$ cat src/rtl/ipm_red_decode_if.sv
`default_nettype none
// ============================================================================
//  Module   : ipm_red_decode_if
//  Purpose  : Request/result bundle for the IPM-RED unmasking block.
//             The master drives the request (start, Z, L1, L2) and the slave
//             returns status and result (busy, done, x, fault).
//  Ports    : start      - request pulse
//             Z, L1, L2  - V bytes each, byte i at [8i+7:8i]
//             busy, done - decode status
//             x, fault   - decoded byte and redundancy-check flag
//  Revision : 1.0 - initial release
// ============================================================================
interface ipm_red_decode_if #(
  parameter int V = 8
);
  logic           start;
  logic [V*8-1:0] Z;
  logic [V*8-1:0] L1;
  logic [V*8-1:0] L2;
  logic           busy;
  logic           done;
  logic [7:0]     x;
  logic           fault;

  modport master (output start, Z, L1, L2, input busy, done, x, fault);
  modport slave  (input start, Z, L1, L2, output busy, done, x, fault);
endinterface
`default_nettype wire

$ cat src/rtl/ipm_red_decode.sv
`default_nettype none
// ============================================================================
//  Module   : ipm_red_decode
//  Purpose  : Sequential IPM-RED unmasking over GF(2^8) (poly 0x11B).
//             Computes x = <L1,Z> and y = <L2,Z> one share per cycle, then
//             checks y == x^3. On mismatch x is forced to 0 and fault is set.
//             This is the only point where a clear byte leaves the masked
//             domain, so latched share material is wiped after every decode.
//  Ports    : clk  - clock, rising edge
//             rst  - asynchronous active-high reset
//             bus  - ipm_red_decode_if.slave (start/Z/L1/L2 in,
//                    busy/done/x/fault out)
//  Revision : 1.0 - initial release
// ============================================================================
module ipm_red_decode #(
  parameter int V = 8
) (
  input  logic               clk,
  input  logic               rst,
  ipm_red_decode_if.slave    bus
);

  localparam int IW = $clog2(V);

  localparam logic [1:0]    c_idle = 2'd0;
  localparam logic [1:0]    c_acc  = 2'd1;
  localparam logic [1:0]    c_sq   = 2'd2;
  localparam logic [1:0]    c_cube = 2'd3;
  localparam logic [IW-1:0] c_last = IW'(V - 1);

  // GF(2^8) multiply, shift-and-add with reduction by 0x11B.
  function automatic logic [7:0] gf_mul(input logic [7:0] a, input logic [7:0] b);
    logic [7:0] p;
    logic [7:0] t;
    p = 8'h00;
    t = a;
    for (int k = 0; k < 8; k++) begin
      if (b[k]) p = p ^ t;
      t = {t[6:0], 1'b0} ^ (t[7] ? 8'h1B : 8'h00);
    end
    return p;
  endfunction

  logic [1:0]     r_state;
  logic [IW-1:0]  r_idx;
  logic [V*8-1:0] r_z;
  logic [V*8-1:0] r_l1;
  logic [V*8-1:0] r_l2;
  logic [7:0]     r_acc1;
  logic [7:0]     r_acc2;
  logic [7:0]     r_sq;
  logic           r_busy;
  logic           r_done;
  logic [7:0]     r_x;
  logic           r_fault;

  logic [7:0] w_z_i;
  logic [7:0] w_l1_i;
  logic [7:0] w_l2_i;
  logic [7:0] w_m0_a;
  logic [7:0] w_m0_b;
  logic [7:0] w_m1_a;
  logic [7:0] w_m1_b;
  logic [7:0] w_mul0;
  logic [7:0] w_mul1;
  logic       w_fault;

  assign w_z_i  = r_z [int'(r_idx)*8 +: 8];
  assign w_l1_i = r_l1[int'(r_idx)*8 +: 8];
  assign w_l2_i = r_l2[int'(r_idx)*8 +: 8];

  // Operand steering for the two shared multipliers.
  // ACC : m0 = L1[i]*Z[i], m1 = L2[i]*Z[i]
  // SQ  : m0 = acc1*acc1
  // CUBE: m1 = sq*acc1
  always_comb begin
    w_m0_a = 8'h00;
    w_m0_b = 8'h00;
    w_m1_a = 8'h00;
    w_m1_b = 8'h00;
    case (r_state)
      c_acc: begin
        w_m0_a = w_l1_i;
        w_m0_b = w_z_i;
        w_m1_a = w_l2_i;
        w_m1_b = w_z_i;
      end
      c_sq: begin
        w_m0_a = r_acc1;
        w_m0_b = r_acc1;
      end
      c_cube: begin
        w_m1_a = r_sq;
        w_m1_b = r_acc1;
      end
      default: ;
    endcase
  end

  assign w_mul0  = gf_mul(w_m0_a, w_m0_b);
  assign w_mul1  = gf_mul(w_m1_a, w_m1_b);
  assign w_fault = (w_mul1 != r_acc2);

  always_ff @(posedge clk or posedge rst) begin
    if (rst) begin
      r_state <= c_idle;
      r_idx   <= '0;
      r_z     <= '0;
      r_l1    <= '0;
      r_l2    <= '0;
      r_acc1  <= 8'h00;
      r_acc2  <= 8'h00;
      r_sq    <= 8'h00;
      r_busy  <= 1'b0;
      r_done  <= 1'b0;
      r_x     <= 8'h00;
      r_fault <= 1'b0;
    end else begin
      r_done <= 1'b0;
      case (r_state)
        c_idle: begin
          if (bus.start) begin
            r_z     <= bus.Z;
            r_l1    <= bus.L1;
            r_l2    <= bus.L2;
            r_acc1  <= 8'h00;
            r_acc2  <= 8'h00;
            r_idx   <= '0;
            r_busy  <= 1'b1;
            r_state <= c_acc;
          end
        end
        c_acc: begin
          r_acc1 <= r_acc1 ^ w_mul0;
          r_acc2 <= r_acc2 ^ w_mul1;
          if (r_idx == c_last) begin
            r_idx   <= '0;
            r_state <= c_sq;
          end else begin
            r_idx <= r_idx + 1'b1;
          end
        end
        c_sq: begin
          r_sq    <= w_mul0;
          r_state <= c_cube;
        end
        c_cube: begin
          r_fault <= w_fault;
          r_x     <= w_fault ? 8'h00 : r_acc1;
          r_done  <= 1'b1;
          r_busy  <= 1'b0;
          // Wipe every trace of the shares before going idle.
          r_z     <= '0;
          r_l1    <= '0;
          r_l2    <= '0;
          r_acc1  <= 8'h00;
          r_acc2  <= 8'h00;
          r_sq    <= 8'h00;
          r_state <= c_idle;
        end
        default: r_state <= c_idle;
      endcase
    end
  end

  assign bus.busy  = r_busy;
  assign bus.done  = r_done;
  assign bus.x     = r_x;
  assign bus.fault = r_fault;

endmodule
`default_nettype wire

$ cat src/flat_wrapper.sv
// flat-port wrapper written by rule: the top's interface ports become plain ports
module ipm_red_decode_flat 
#(
  parameter int V = 8
)
  (clk, rst, bus_start, bus_Z, bus_L1, bus_L2, bus_busy, bus_done, bus_x, bus_fault);
  ipm_red_decode_if #(.V(V)) bus_i ();
  input  logic clk;
  input  logic rst;
  input wire logic [$bits(bus_i.start)-1:0] bus_start;
  input wire logic [$bits(bus_i.Z)-1:0] bus_Z;
  input wire logic [$bits(bus_i.L1)-1:0] bus_L1;
  input wire logic [$bits(bus_i.L2)-1:0] bus_L2;
  output wire logic [$bits(bus_i.busy)-1:0] bus_busy;
  output wire logic [$bits(bus_i.done)-1:0] bus_done;
  output wire logic [$bits(bus_i.x)-1:0] bus_x;
  output wire logic [$bits(bus_i.fault)-1:0] bus_fault;
  assign bus_i.start = bus_start;
  assign bus_i.Z = bus_Z;
  assign bus_i.L1 = bus_L1;
  assign bus_i.L2 = bus_L2;
  assign bus_busy = bus_i.busy;
  assign bus_done = bus_i.done;
  assign bus_x = bus_i.x;
  assign bus_fault = bus_i.fault;
  ipm_red_decode #(.V(V)) u_core (.clk(clk), .rst(rst), .bus(bus_i));
endmodule
$ cat config.mk
export PLATFORM = sky130hd
export DESIGN_NAME = ipm_red_decode_flat
export DESIGN_NICKNAME = d
export VERILOG_FILES = /design/src/rtl/ipm_red_decode_if.sv /design/src/rtl/ipm_red_decode.sv /design/src/flat_wrapper.sv
export SDC_FILE = /design/constraint.sdc
export NUM_CORES = 1
export LEC_CHECK = 0
export CORE_AREA = 2 2 181 183
export CTS_CLUSTER_SIZE = 30
export DETAILED_ROUTE_END_ITERATION = 8
export DIE_AREA = 0 0 183 185
export HOLD_SLACK_MARGIN = 0.08
export MAX_ROUTING_LAYER = met4
export PLACE_DENSITY_LB_ADDON = 0.3
export SKIP_CTS_REPAIR_TIMING = 1
export SLEW_MARGIN = 20
export SYNTH_ARGS = -nofsm -noshare
export SYNTH_HDL_FRONTEND = slang
export SYNTH_SLANG_ARGS = --single-unit
$ cat constraint.sdc
create_clock -name clk -period 11.35 [get_ports clk]
set_input_delay 2.27 -clock clk [delete_from_list [all_inputs] [get_ports clk]]
set_output_delay 2.27 -clock clk [all_outputs]
set_load 0.01 [all_outputs]
==> metrics.md, run 1 <==
| Metric | Value |
|---|---|
| Most frequent cells in the layout | `nand2_1, dfrtp_1, o21ai_0` |
| WS Path Type | `reg -> reg` |
| Remaining Overflow, GRT | `0` |
| Syn avg cell area | `8.98 sq um` |
| GP Congestion | `0.890` |
| Crit path DAT | `about 5700 ps` |
| Cts bufs inserted | `26` |
| Final Non-Filler Cells | `about 2100` |
| Multi-input gate area | `0.00775 sq mm` |
| CTS tree | `built` |
| Cells after DPL | `2090` |
| Cell chain of the critical path | `buf_4 > nor2b_1 > a22o_1 > o31ai_4 > xnor3_1 > nor2_1 > xnor2_1 > xnor2_2 > xnor2_1 > nor4_1 > a41o_1` |
| Initial antenna violation count | `2` |
| First-pass GRT wire length | `approximately 63 mm` |
| Post-Place Cell Area | `0.0163 sq mm` |
| Critical Path Fanout Max | `54` |
| Pleak | `7.48 nW` |
| Mux contribution to synthesized area | `8.21%` |
| Worst path required time | `11830 ps` |
| Largest family of logic cells by synthesized area | `simple AND/OR/NAND/NOR gates` |
| Max-Cap Viols | `0` |
| Core Rows | `66` |
| H-tree depth | `1` |
| Final setup violation count | `0` |
| ANT nets after route | `0` |
| RSZ-0062 raised after global routing | `no` |
| DRC Markers | `0` |
| Port Buffer Count | `slightly above 200` |
| Die Wd | `183 um` |
| CP startpoint kind | `flip-flop` |
| Die area | `0.0339 sq mm` |
| Worst slew pin tran | `just over 1000 ps` |
| Status | `completed` |
| Pre-CTS setup slack | `6070 ps` |
| Avg Vias per Cell | `5.49` |
| Final clock skew | `22.7 ps` |
| WL/cell | `18.7 um` |
| Sink Count | `approximately 230` |
| DRT Wirelength | `40.0 mm` |
| Post-Synth Adder-Cell Area | `0.620%` |
| Core Footprint | `0.0320 sq mm` |
| CTS max path bufs | `3` |
| Final-stage net count | `1912` |
| Synth warn | `0` |
| Post-synthesis cell type count | `80` |
| Most Frequent Cell on Critical Path | `xnor2_1` |
| Largest net degree at the start of global routing | `153` |
| Main synth FF type | `dfrtp_1` |
| Initial DRC count | `989` |
| Post-synthesis simple-gate area fraction | `17.8%` |
| Synth Net Count | `1775` |
| Crit path time final | `5200 ps` |
| Root Buffer | `clkbuf_16` |
| Via count of the first global-routing pass | `between 10000 and 15000` |
| Mapped Area | `between 0.01 and 0.015 sq mm` |
| # IOs | `206` |
| Post-route design area | `0.0171 sq mm` |
| Setup TNS | `0 ps` |
| Pwr Density | `328 mW/mm^2` |
| Slew Viols, Final | `0` |
| EDFF count, synth | `0` |
| Syn Inst Count | `1573` |
| Post-Synth XOR/XNOR Area | `between 10% and 20%` |
| Min-delay worst type | `reg -> reg` |
| Clock Latency Late Sink | `roughly 560 ps` |
| Die Ht | `185 um` |
| CP max stage delay | `~800 ps` |
| Share of layout cells above drive strength 1 | `about 5.2%` |
| Worst IR Drop VDD | `0.258 mV` |
| Final HPWL from detailed placement | `28.7 mm` |
| Reg clk slew, reported paths | `60 ps` |
| Area Growth Syn to Fin | `21.0%` |
| Max-slew headroom | `32.2%` |
| Seq cells post-synth | `232` |
| # fillers | `2897` |
| Compound-Gate Fraction of Synth Area | `16.8%` |
| CP Buf/Inv Count | `1` |
| Period utilization | `45.8%` |
| DR vias | `11700` |
| Gr usage total | `24.4%` |
| Delay-heaviest family, CP | `compound AO/OA/AOI/OAI gates` |
| Sequential-to-total area share from yosys stat | `41.1%` |
| CP max-delay cell | `buf_4` |
| First-pass detailed-route iteration total | `5` |
| Fmax | `0.192 GHz` |
| Fin. Hold Viols | `0` |
| Register area | `0.00581 sq mm` |
| Crit. End Element | `flip-flop` |
| Post-synth ARST share | `100%` |
| Commonest non-fill, non-tap cell in the layout | `nand2_1` |
| Final Worst Setup Slack | `6150 ps` |
| Initial Util | `between 40% and 50%` |
==> worst min-delay path, delay by kind of cell (launching register included) <==
| kind | cells | cell delay [ps] |
|---|---|---|
| AOI/OAI and AO/OA | 1 | 60 |
| and+or+nand+nor | 1 | 50 |
| DFF | 1 | 330 |
==> flip-flops by register name (all words and copies together), names as in the netlist, 3 cells and up <==
register and cells:
u_core.r_acc1 8, u_core.r_l1 64, u_core.r_l2 64, u_core.r_idx 3
u_core.bus.x 8, u_core.r_sq 8, u_core.r_acc2 8, u_core.r_z 64
==> final timing paths <==
path	from	endpoint	slack [ps]	depth (start not counted)
worst max-delay path	u_core.r_idx[1]	u_core.bus.x[7]	6150	11
worst max register to register	u_core.r_idx[1]	u_core.bus.x[7]	6150	11
worst min register to register	u_core.r_l2[20]	u_core.r_l2[20]	480	2
min in group asynchronous	rst	u_core.r_l1[61]	2280	2
max in group asynchronous	rst	u_core.r_idx[1]	7150	4
worst min-delay path	u_core.r_l2[20]	u_core.r_l2[20]	480	2
==> final cells by class <==
type,instances,share of cell area [%]
sequential,232,34.0
clock inverter,5,0.329
antenna,2,0.0293
multi-input combinational,1219,45.3
inverter,12,0.337
clock buffer,41,4.37
tap,408,2.98
timing repair buffer,219,12.6
==> power breakdown <==
| part | switching (mW) | internal, mW | total, mW |
|---|---|---|---|
| Clock | 0.345 | 0.452 | 0.797 |
| Combinational | 2.02 | 1.34 | 3.37 |
| Sequential | 0.257 | 1.19 | 1.45 |
| Total | 2.62 | 2.99 | 5.61 |
==> Yosys cell counts (all sizes together), types with 6 or more instances <==
cell type    n  area share (%)
nand2      444              12
dfrtp      232              41
o21ai      214             7.6
nor2       101             2.7
mux2i       87             6.2
clkbuf      86             2.3
xnor2       82             5.3
a22oi       38             2.3
xnor3       27             4.3
buf         24             1.5
a32oi       21             2.0
xor2        20             1.3
nand3       14            0.50
nor3        13            0.46
inv         12            0.32
mux4        11             1.9
nand2b      11            0.49
a21oi       10            0.35
a32o        10            0.72
a211oi       9            0.48
ha           7            0.62
nor2b        7            0.33
a22o         6            0.37
and2         6            0.27
o22ai        6            0.27
==> stage by stage <==
step	hold slack, ps	utilization, %	power (mW)
detailed placement	464	50.8	4.79
CTS	477	53.3	5.60
floorplan	442	-	4.00
global placement	454	50.8	4.71
finish	476	53.4	5.61
global route	493	53.4	6.04
==> metal layers <==
| metal | track usage [%] | part of all wire, % |
|---|---|---|
| met1 | 34.4 | 46 |
| met2 | 37.2 | 46 |
| met3 | 3.50 | 5.3 |
| met4 | 6.62 | 2.4 |
| met5 | - | 0 |
==> cell families (layout without fill, tap and decap cells) <==
kind of cell / after synthesis / count (layout)
flip-flops: 232 / 232
XOR/XNOR: 131 / 131
multiplexers: 100 / 100
buffers and inverters: 122 / 277
AND/OR/NAND/NOR: 622 / 622
adder cells (fa/ha/maj): 7 / 7
AO/OA/AOI/OAI: 359 / 359
other: 0 / 2
Note: power is estimated with default switching activity, not from simulation.
==> run 2, diff against run 1 <==
==> constraint.sdc (replaced) <==
create_clock -name clk -period 5.1 [get_ports clk]
set_input_delay 1.02 -clock clk [delete_from_list [all_inputs] [get_ports clk]]
set_output_delay 1.02 -clock clk [all_outputs]
set_load 0.01 [all_outputs]
==> run 2 against run 1 <==
Compared with the run above: sequential power increased by 130%; utilization up 0.90 points; non-clock buffer count increased by 18; sequential share of layout area is 0.56 points lower; maximum frequency is 16% higher; final cell count increased by 0.80%; hold slack better by 0.52 ps; via count up 0.65%; first-iteration DRC count fell by 13%; critical path depth is 1 lower; worst setup slack got worse by 5500 ps; global-route usage up 0.92 points; critical path type unchanged.
==> metrics.md, run 2 (same netlist as run 1, synthesis figures left out) <==
| Metric | Value |
|---|---|
| Final Non-Filler Cells | `2155 (+0.80%)` |
| FF-to-FF Start | `u_core.r_idx[2]` |
| Avg Vias per Cell | `5.48 (-0.15%)` |
| Core Rows | `66 (unchanged)` |
| # fillers | `2881 (-0.55%)` |
| Crit path time final | `4480 ps (-719 ps)` |
| Final HPWL from detailed placement | `30.5 mm (+6.3%)` |
| Critical Path Fanout Max | `18 (-67%)` |
| GP Congestion | `0.918 (+3.1%)` |
| ANT nets after route | `0 (unchanged)` |
| Antenna cell count | `0 (-2)` |
| DR vias | `11800 (+0.65%)` |
| Gr usage total | `25.4% (+0.92 points)` |
| DRT Wirelength | `41.3 mm (+3.4%)` |
| Hold EP | `u_core.r_l2[22]` |
| Max-slew headroom | `32.3% (+0.087 points)` |
| Root Buffer | `clkbuf_16` |
| Final clock skew | `7.36 ps (-15.4 ps)` |
| Worst slew pin tran | `994 ps (-22.5 ps)` |
| Fin. Hold Viols | `0 (unchanged)` |
| # IOs | `206 (unchanged)` |
| Final-stage net count | `1930 (+0.94%)` |
| Reg-to-Reg End | `u_core.bus.x[6]` |
| Pwr Density | `743 mW/mm^2 (+130%)` |
| First-pass detailed-route iteration total | `5 (unchanged)` |
| WL/cell | `19.2 um (+2.6%)` |
| CTS max path bufs | `3 (unchanged)` |
| Cts bufs inserted | `26 (unchanged)` |
| Slew Viols, Final | `0 (unchanged)` |
| Initial Util | `44.1% (unchanged)` |
| Final Util | `54.3% (+0.90 points)` |
| Share of layout cells above drive strength 1 | `6.53% (+1.3 points)` |
| Die Ht | `185 um (unchanged)` |
| Final setup violation count | `0 (unchanged)` |
| Post-route design area | `0.0174 sq mm (+1.7%)` |
| WS Path Type | `reg -> reg` |
| Min-delay worst type | `reg -> reg` |
| FF-to-FF setup slack | `620 ps (-5530 ps)` |
| Pleak | `7.64 nW (+2.2%)` |
| Worst IR Drop VDD | `0.471 mV (+83%)` |
| Largest net degree at the start of global routing | `147 (-3.9%)` |
| Min-delay src | `u_core.r_l2[22]` |
| Die Wd | `183 um (unchanged)` |
| Setup TNS | `0 ps (unchanged)` |
| Worst path required time | `5570 ps (-6260 ps)` |
| CTS tree | `built` |
| Post-Place Cell Area | `0.0165 sq mm (+1.3%)` |
| RSZ-0062 raised after global routing | `no` |
| Crit. End Element | `flip-flop` |
| Worst Hold Depth | `2 (unchanged)` |
| Core Footprint | `0.0320 sq mm (unchanged)` |
| Area Growth Syn to Fin | `23.1%` |
| Status | `completed` |
| Via count of the first global-routing pass | `11600 (+0.63%)` |
| Initial antenna violation count | `0 (-2)` |
| DRC Markers | `0 (unchanged)` |
| Sink Count | `232 (unchanged)` |
| Cells after DPL | `2108 (+0.86%)` |
| Top flop regs | `u_core.r_l1: 64 flops, u_core.r_l2: 64 flops, u_core.r_z: 64 flops` |
| Remaining Overflow, GRT | `0 (unchanged)` |
| Max-Cap Viols | `0 (unchanged)` |
| Clock Latency Late Sink | `540 ps (-20 ps)` |
| Commonest non-fill, non-tap cell in the layout | `nand2_1` |
| Die area | `0.0339 sq mm (unchanged)` |
| Crit path DAT | `4950 ps (-720 ps)` |
| First-pass GRT wire length | `65.3 mm (+3.7%)` |
| Period utilization | `87.8% (+42 points)` |
| Fmax | `0.223 GHz (+16%)` |
| Port Buffer Count | `205 (unchanged)` |
| Reg clk slew, reported paths | `60 ps (about the same)` |
| Most frequent cells in the layout | `nand2_1, dfrtp_1, o21ai_0` |
| Initial DRC count | `856 (-13%)` |
| CP startpoint kind | `flip-flop` |
| H-tree depth | `1 (unchanged)` |
| R2R cell count | `10 (-1)` |
run 2: power by group:
group          internal [mW]  leakage [nW]  switching [mW]
clock                   1.18         0.437           0.770
combinational           3.13          4.26            4.57
sequential              2.66          2.95           0.616
run 2: how the worst max path moves through the flow:
stage | startpoint | endpoint | slack (ps) | depth (start not counted)
2_1_floorplan | rst | u_core.bus.busy | 1040 | 1
3_3_place_gp | u_core.r_idx[1] | u_core.bus.x[2] | 940 | 11
3_5_place_dp | u_core.r_idx[2] | u_core.bus.x[6] | 770 | 10
4_1_cts | u_core.r_idx[2] | u_core.bus.x[6] | 750 | 10
5_1_grt | u_core.r_idx[2] | u_core.bus.x[6] | 290 | 10
6_report | u_core.r_idx[2] | u_core.bus.x[6] | 620 | 10
run 2: layout make-up:
cell class	count	area (sq um)	share of cell area (%)
Sequential cell	232	5810	33.4
Tap cell	408	510	2.94
Multi-Input combinational cell	1219	7750	44.6
Clock inverter	6	82.6	0.475
Inverter	12	53.8	0.309
Clock buffer	41	808	4.65
Timing Repair Buffer	237	2370	13.6
run 2: through the flow:
step	worst slack, ps	hold WS, ps	total power [mW]
4_1_cts	751	479	12.9
5_1_grt	294	503	13.9
2_1_floorplan	1040	442	8.91
6_report	622	476	12.9
3_5_place_dp	770	462	10.9
3_3_place_gp	944	456	10.8
run 2: per-layer routing:
layer | global-route usage [%] | vias to the layer above | wire length [um]
met1 | 35.9 | 5690 | 19200
met3 | 4.19 | 69 | 2640
met5 | - | - | 0
met4 | 7.68 | 0 | 1240
li1 | - | 5716 | -
met2 | 37.5 | 341 | 18200
run 2: worst max-delay path, cell delays in order (launching register included):
cell and delay (ps):
dfrtp_1 740, nor2b_2 730, a22oi_1 310, a32oi_1 700, a22oi_1 190, nor2_1 130
a211oi_1 70, xor2_1 190, xnor3_1 320, nor4_1 740, a41o_1 280
==> run 3, diff against run 2 <==
--- a/config.mk
+++ b/config.mk
@@ -5,6 +5,7 @@
 export SDC_FILE = /design/constraint.sdc
 export NUM_CORES = 1
 export LEC_CHECK = 0
+export CAP_MARGIN = 20
 export CORE_AREA = 2 2 181 183
 export CTS_CLUSTER_SIZE = 30
 export DETAILED_ROUTE_END_ITERATION = 8
@@ -12,6 +13,7 @@
 export HOLD_SLACK_MARGIN = 0.08
 export MAX_ROUTING_LAYER = met4
 export PLACE_DENSITY_LB_ADDON = 0.3
+export SETUP_SLACK_MARGIN = 0.15
 export SKIP_CTS_REPAIR_TIMING = 1
 export SLEW_MARGIN = 20
 export SYNTH_ARGS = -nofsm -noshare
==> run 3 against run 2 <==
Compared with the run above: clock power barely moved; design area rose by 0.14%; sequential share of layout area barely moved; clock-buffer cell count unchanged; non-clock buffer count rose by 1; sequential cell count is the same; critical path depth did not move; highest routed layer unchanged.
==> metrics.md, run 3 (same netlist as run 1, synthesis figures left out) <==
| Metric | Value |
|---|---|
| Final Util | `54.4% (+0.078 points)` |
| Port Buffer Count | `205 (unchanged)` |
| R2R cell count | `10 (unchanged)` |
| CP max stage delay | `750 ps (about the same)` |
| Hold EP | `u_core.r_l2[22]` |
| Fin. Hold Viols | `0 (unchanged)` |
| CTS tree | `built` |
| Status | `completed` |
| CP max-delay cell | `dfrtp_1` |
| Most frequent cells in the layout | `nand2_1, dfrtp_1, o21ai_0` |
| First-pass detailed-route iteration total | `5 (unchanged)` |
| Largest net degree at the start of global routing | `147 (unchanged)` |
| Gr usage total | `25.4% (unchanged)` |
| WL/cell | `19.1 um (-0.22%)` |
| Area Growth Syn to Fin | `23.3%` |
| Sink Count | `232 (unchanged)` |
| Worst IR Drop VDD | `0.462 mV (-1.9%)` |
| Cell chain of the critical path | `nor2b_2 > a22oi_1 > a32oi_1 > a22oi_1 > nor2_1 > a211oi_1 > xor2_1 > xnor3_1 > nor4_1 > a41o_1` |
| Initial DRC count | `970 (+13%)` |
| GP Congestion | `0.918 (unchanged)` |
| Max-slew headroom | `44.0% (+12 points)` |
| Core Footprint | `0.0320 sq mm (unchanged)` |
| # fillers | `2878 (-0.10%)` |
| Pwr Density | `742 mW/mm^2 (-0.15%)` |
| Pleak | `7.66 nW (+0.17%)` |
| Crit path DAT | `4950 ps (about the same)` |
| Worst Hold Depth | `2 (unchanged)` |
| CTS max path bufs | `3 (unchanged)` |
| Core Rows | `66 (unchanged)` |
| Initial antenna violation count | `0 (unchanged)` |
| Period utilization | `87.9% (about the same)` |
| CP startpoint kind | `flip-flop` |
| # IOs | `206 (unchanged)` |
| H-tree depth | `1 (unchanged)` |
| Die Wd | `183 um (unchanged)` |
| FF-to-FF setup slack | `620 ps (about the same)` |
| Crit. End Element | `flip-flop` |
| Initial Util | `44.1% (unchanged)` |
| Root Buffer | `clkbuf_16` |
| Via count of the first global-routing pass | `11600 (unchanged)` |
| Worst slew pin tran | `839 ps (-155 ps)` |
| Die area | `0.0339 sq mm (unchanged)` |
| Remaining Overflow, GRT | `0 (unchanged)` |
| Max-Cap Viols | `0 (unchanged)` |
| WS Path Type | `reg -> reg` |
| RSZ-0062 raised after global routing | `no` |
| Top flop regs | `u_core.r_l1: 64 flops, u_core.r_l2: 64 flops, u_core.r_z: 64 flops` |
| DRT Wirelength | `41.3 mm (-0.18%)` |
| Crit path time final | `4480 ps (+3.05 ps)` |
| Slew Viols, Final | `0 (unchanged)` |
| Final setup violation count | `0 (unchanged)` |
| Cts bufs inserted | `26 (unchanged)` |
| Final HPWL from detailed placement | `30.5 mm (unchanged)` |
| Setup TNS | `0 ps (unchanged)` |
| Reg clk slew, reported paths | `60 ps (about the same)` |
| DRC Markers | `0 (unchanged)` |
| Avg Vias per Cell | `5.47 (-0.17%)` |
| Worst path required time | `5570 ps (about the same)` |
| Reg-to-Reg End | `u_core.bus.x[6]` |
| Min-delay src | `u_core.r_l2[22]` |
| Min-delay worst type | `reg -> reg` |
| DR vias | `11800 (-0.13%)` |
| FF-to-FF Start | `u_core.r_idx[2]` |
| Commonest non-fill, non-tap cell in the layout | `nand2_1` |
| Die Ht | `185 um (unchanged)` |
| Antenna cell count | `0 (unchanged)` |
| Final-stage net count | `1931 (+0.052%)` |
| Final clock skew | `6.88 ps (-0.483 ps)` |
| Share of layout cells above drive strength 1 | `6.58% (+0.053 points)` |
| Clock Latency Late Sink | `540 ps (about the same)` |
| Most Frequent Cell on Critical Path | `a22oi_1` |
| ANT nets after route | `0 (unchanged)` |
| First-pass GRT wire length | `65.3 mm (unchanged)` |
| Fmax | `0.223 GHz (about the same)` |
| Critical Path Fanout Max | `18 (unchanged)` |
[run 3: final cells by class]
cell class	instances	area, sq um	area share, %
inverters	12	53.8	0.309
well taps	408	510	2.93
clock buffers	41	808	4.64
multi-input cells	1219	7750	44.5
repair buffers	238	2400	13.8
clock inverters	6	82.6	0.474
flip-flops and latches	232	5810	33.4
[run 3: worst max-delay path by stage]
stage | startpoint | to | cells past startpoint
finish | u_core.r_idx[2] | u_core.bus.x[6] | 10
global route | u_core.r_idx[2] | u_core.bus.x[6] | 10
CTS | u_core.r_idx[2] | u_core.bus.x[6] | 10
detailed placement | u_core.r_idx[2] | u_core.bus.x[6] | 10
global placement | u_core.r_idx[1] | u_core.bus.x[2] | 11
floorplan | rst | u_core.bus.busy | 1
[run 3: power by group]
group	leakage, nW	switching [mW]	internal [mW]
combinational	4.27	4.55	3.15
clock	0.437	0.773	1.18
sequential	2.95	0.614	2.66
total	7.66	5.93	6.98
[run 3: metal layers]
layer	track usage, %	routed length [um]
met1	35.9	19100
met5	-	0
met2	37.5	18200
met4	7.68	1220
met3	4.19	2770
[run 3: worst max-delay path, delay by kind of cell, from the launching register on]
kind,cells,cell delay [ps]
simple gates,3,1590
compound gates,5,1560
flops,1,750
xor+xnor,2,520
[run 3: metrics by stage]
step                setup slack, ps  area [sq um]  std cells  hold slack, ps  total power [mW]
floorplan                      1040         14100       1573             442              8.91
CTS                             751         17400       2155             479              12.9
detailed placement              770         16500       2108             462              10.9
finish                          619         17400       2156             476              12.9
global placement                944         16500       2108             456              10.8
global route                    294         17400       2156             503              13.9
==> RTL edit: new RTL, settings of run 2 <==
`V` is set to 8 in 3 places; all go to 4.
--- a/src/rtl/ipm_red_decode_if.sv
+++ b/src/rtl/ipm_red_decode_if.sv
@@ -11,7 +11,7 @@
 //  Revision : 1.0 - initial release
 // ============================================================================
 interface ipm_red_decode_if #(
-  parameter int V = 8
+  parameter int V = 4
 );
   logic           start;
   logic [V*8-1:0] Z;
--- a/src/rtl/ipm_red_decode.sv
+++ b/src/rtl/ipm_red_decode.sv
@@ -13,7 +13,7 @@
 //  Revision : 1.0 - initial release
 // ============================================================================
 module ipm_red_decode #(
-  parameter int V = 8
+  parameter int V = 4
 ) (
   input  logic               clk,
   input  logic               rst,
--- a/src/flat_wrapper.sv
+++ b/src/flat_wrapper.sv
@@ -1,7 +1,7 @@
 // flat-port wrapper written by rule: the top's interface ports become plain ports
 module ipm_red_decode_flat 
 #(
-  parameter int V = 8
+  parameter int V = 4
 )
   (clk, rst, bus_start, bus_Z, bus_L1, bus_L2, bus_busy, bus_done, bus_x, bus_fault);
   ipm_red_decode_if #(.V(V)) bus_i ();
Interface: changed (resized bus_L1, bus_L2 and bus_Z); port bits go from 206 to 110. No check against the original RTL was run, so the function may have changed too.
==> RTL edit against run 2 <==
Total power shrank 56%. Clock skew grew 0.0033 ns. Clock power shrank 32%. Count of clock-buffer cells in the layout shrank 23. Area after synthesis shrank 35%. Routed wire length shrank 36%. Final area shrank 35%. Die area is the same. Worst setup slack lost 0.016 ns. Core utilization shrank 19 points. Sequential cell count shrank 97. First-iteration DRC count shrank 29%. Via count shrank 39%. Critical path type unchanged. Largest power group unchanged.
==> RTL edit: results (changes against run 2) <==
Worst-Skew Late Latency=0.43 ns (was 0.54 ns); first-pass GRT wire length=42,600 um (was 65,300 um); Area after DPL=0.0107 sq mm (was 0.0165 sq mm); DRT iter0 DRCs=609 (was 856); fillers=3,207 (was 2,881); Final ANT Viol Nets=0 (unchanged); GP Congestion=0.869 (was 0.918); CP startpoint=u_core.r_idx[0]$_DFFE_PP0P_ (was u_core.r_idx[2]$_DFFE_PP0P_); grt met3 use=2.04% (was 4.19%); Final HPWL DP=19,300 um (was 30,500 um); largest registers=u_core.r_l1 (32), u_core.r_l2 (32), u_core.r_z (32) (was u_core.r_l1 (64), u_core.r_l2 (64), u_core.r_z (64)); initial antenna violation count=0 (unchanged); worst min path class=register to register (unchanged); Clock Pin Slew Worst Setup and Hold Paths=0.07 ns; register area share after synthesis=37.0% (was 41.1%); routed via count=7,203 (was 11,800); nets@finish=1,086 (was 1,930); Syn Nets=989 (was 1,775); CP arrival=4.80 ns (was 4.95 ns); layout cells sized above 1=11.7% (was 6.53%); Pint=3.37 mW (was 6.96 mW); clk_skew=0.0107 ns (was 0.00736 ns); crit-path max FO=18 (unchanged); # diodes=0 (unchanged); P_leak=4.62 nW (was 7.64 nW); total CTS buffers=17 (was 26); flop-to-flop setup slack=0.61 ns (was 0.62 ns); pin count of the biggest net entering global routing=103 (was 147); Non-Filler Instances=1,401 (was 2,155); top cells by area, synth=dfrtp_1 (37%), a22o_1 (9.9%), xnor2_1 (9.6%), xnor3_1 (4.4%), mux4_2 (3.5%) (was dfrtp_1 (41%), nand2_1 (12%), o21ai_0 (7.5%), mux2i_1 (6.2%), xnor2_1 (4.8%)); most instantiated cells after synthesis=dfrtp_1 (135), a22o_1 (103), xnor2_1 (100), nor2_1 (80), nand2_1 (62) (was nand2_1 (444), dfrtp_1 (232), o21ai_0 (212), nor2_1 (101), mux2i_1 (87)); reg2reg path depth=10 (unchanged); Worst slew margin=29.7% (was 32.3%); Syn. warnings=0 (unchanged); DRT Pass-1 Iters=5 (unchanged); Async SR Flop Fraction=100% (unchanged); GRT Util Overall=16.6% (was 25.4%); GRT met2 Usage=24.5% (was 37.5%); Synth cell types=77 (was 80); Post-Syn Area per Cell=10.3 sq um (was 8.98 sq um); htree depth=4 (was 1); Routed WL=26,400 um (was 41,300 um); clk buf depth=2 (was 3); worst vdd ir=0.209 mV (was 0.471 mV); FF-to-FF End=u_core.bus.x[1]$_DFFE_PP0N_ (was u_core.bus.x[6]$_DFFE_PP0N_); Most used DFF post-synth=dfrtp_1 (unchanged); GR Layer Usage met1=24.2% (was 35.9%); run status=completed (unchanged); Port Buffers=109 (was 205); Worst Setup EP=u_core.bus.x[1]$_DFFE_PP0N_ (was u_core.bus.x[6]$_DFFE_PP0N_); CTS Root Buffer Type=clkbuf_16 (unchanged)
RTL edit: final cells by class:
class | instances | area, sq um | share of cell area [%]
multi-input combinational | 676 | 5420 | 48.0
clock buffer | 18 | 429 | 3.80
sequential | 135 | 3380 | 30.0
inverter | 13 | 53.8 | 0.477
clock inverter | 14 | 189 | 1.67
tap | 408 | 510 | 4.53
timing repair buffer | 137 | 1300 | 11.5
RTL edit: how the worst min path moves through the flow:
stage / depth (start not counted) / from / endpoint / slack [ns]
finish: 1 / u_core.bus.busy$_DFFE_PP0P_ / u_core.bus.busy$_DFFE_PP0P_ / 0.49
floorplan: 1 / u_core.r_l1[14]$_DFFE_PP0P_ / u_core.r_l1[14]$_DFFE_PP0P_ / 0.46
detailed placement: 1 / u_core.bus.busy$_DFFE_PP0P_ / u_core.bus.busy$_DFFE_PP0P_ / 0.47
global placement: 1 / u_core.bus.busy$_DFFE_PP0P_ / u_core.bus.busy$_DFFE_PP0P_ / 0.47
CTS: 1 / u_core.bus.busy$_DFFE_PP0P_ / u_core.bus.busy$_DFFE_PP0P_ / 0.49
global route: 1 / u_core.bus.busy$_DFFE_PP0P_ / u_core.bus.busy$_DFFE_PP0P_ / 0.50
RTL edit: layer usage:
metal / vias to the layer above / share of wire (%)
li1: 3412 / -
met1: 3564 / 51
met2: 202 / 44
met3: 25 / 3.9
met4: 0 / 1.2
met5: - / 0
RTL edit: power groups by stage:
stage | Combinational (mW) | Clock, mW | Sequential, mW
2_1_floorplan | 2.09 | 0 | 1.57
3_3_place_gp | 2.69 | 0 | 1.71
3_5_place_dp | 2.71 | 0 | 1.71
4_1_cts | 2.72 | 1.35 | 1.69
5_1_grt | 2.95 | 1.40 | 1.74
6_report | 2.72 | 1.32 | 1.69
RTL edit: through the flow:
stage / setup slack, ns / hold slack [ns]
6_report: 0.606 / 0.487
5_1_grt: 0.296 / 0.498
4_1_cts: 0.558 / 0.488
3_5_place_dp: 0.614 / 0.469
3_3_place_gp: 0.675 / 0.473
2_1_floorplan: 0.469 / 0.464
RTL edit: cell families after synthesis:
group	Yosys count	share of synthesized area (%)
AOI/OAI and AO/OA	240	21.4
adders and majority gates	7	0.960
DFF	135	37.0
xor gates and xnor gates	146	17.4
muxes	45	7.16
and+or+nand+nor	238	12.3
buffers and inverters	72	3.77
RTL edit: worst max-delay path, stage by stage, from the launching register on:
cell and delay (ns):
dfrtp_1 0.90, mux4_2 0.64, o211ai_2 0.46, o21ai_0 0.27, a31oi_1 0.24, a211oi_1 0.07
xnor3_1 0.40, xnor3_1 0.40, nand3_1 0.11, or4_4 0.48, o41ai_1 0.39
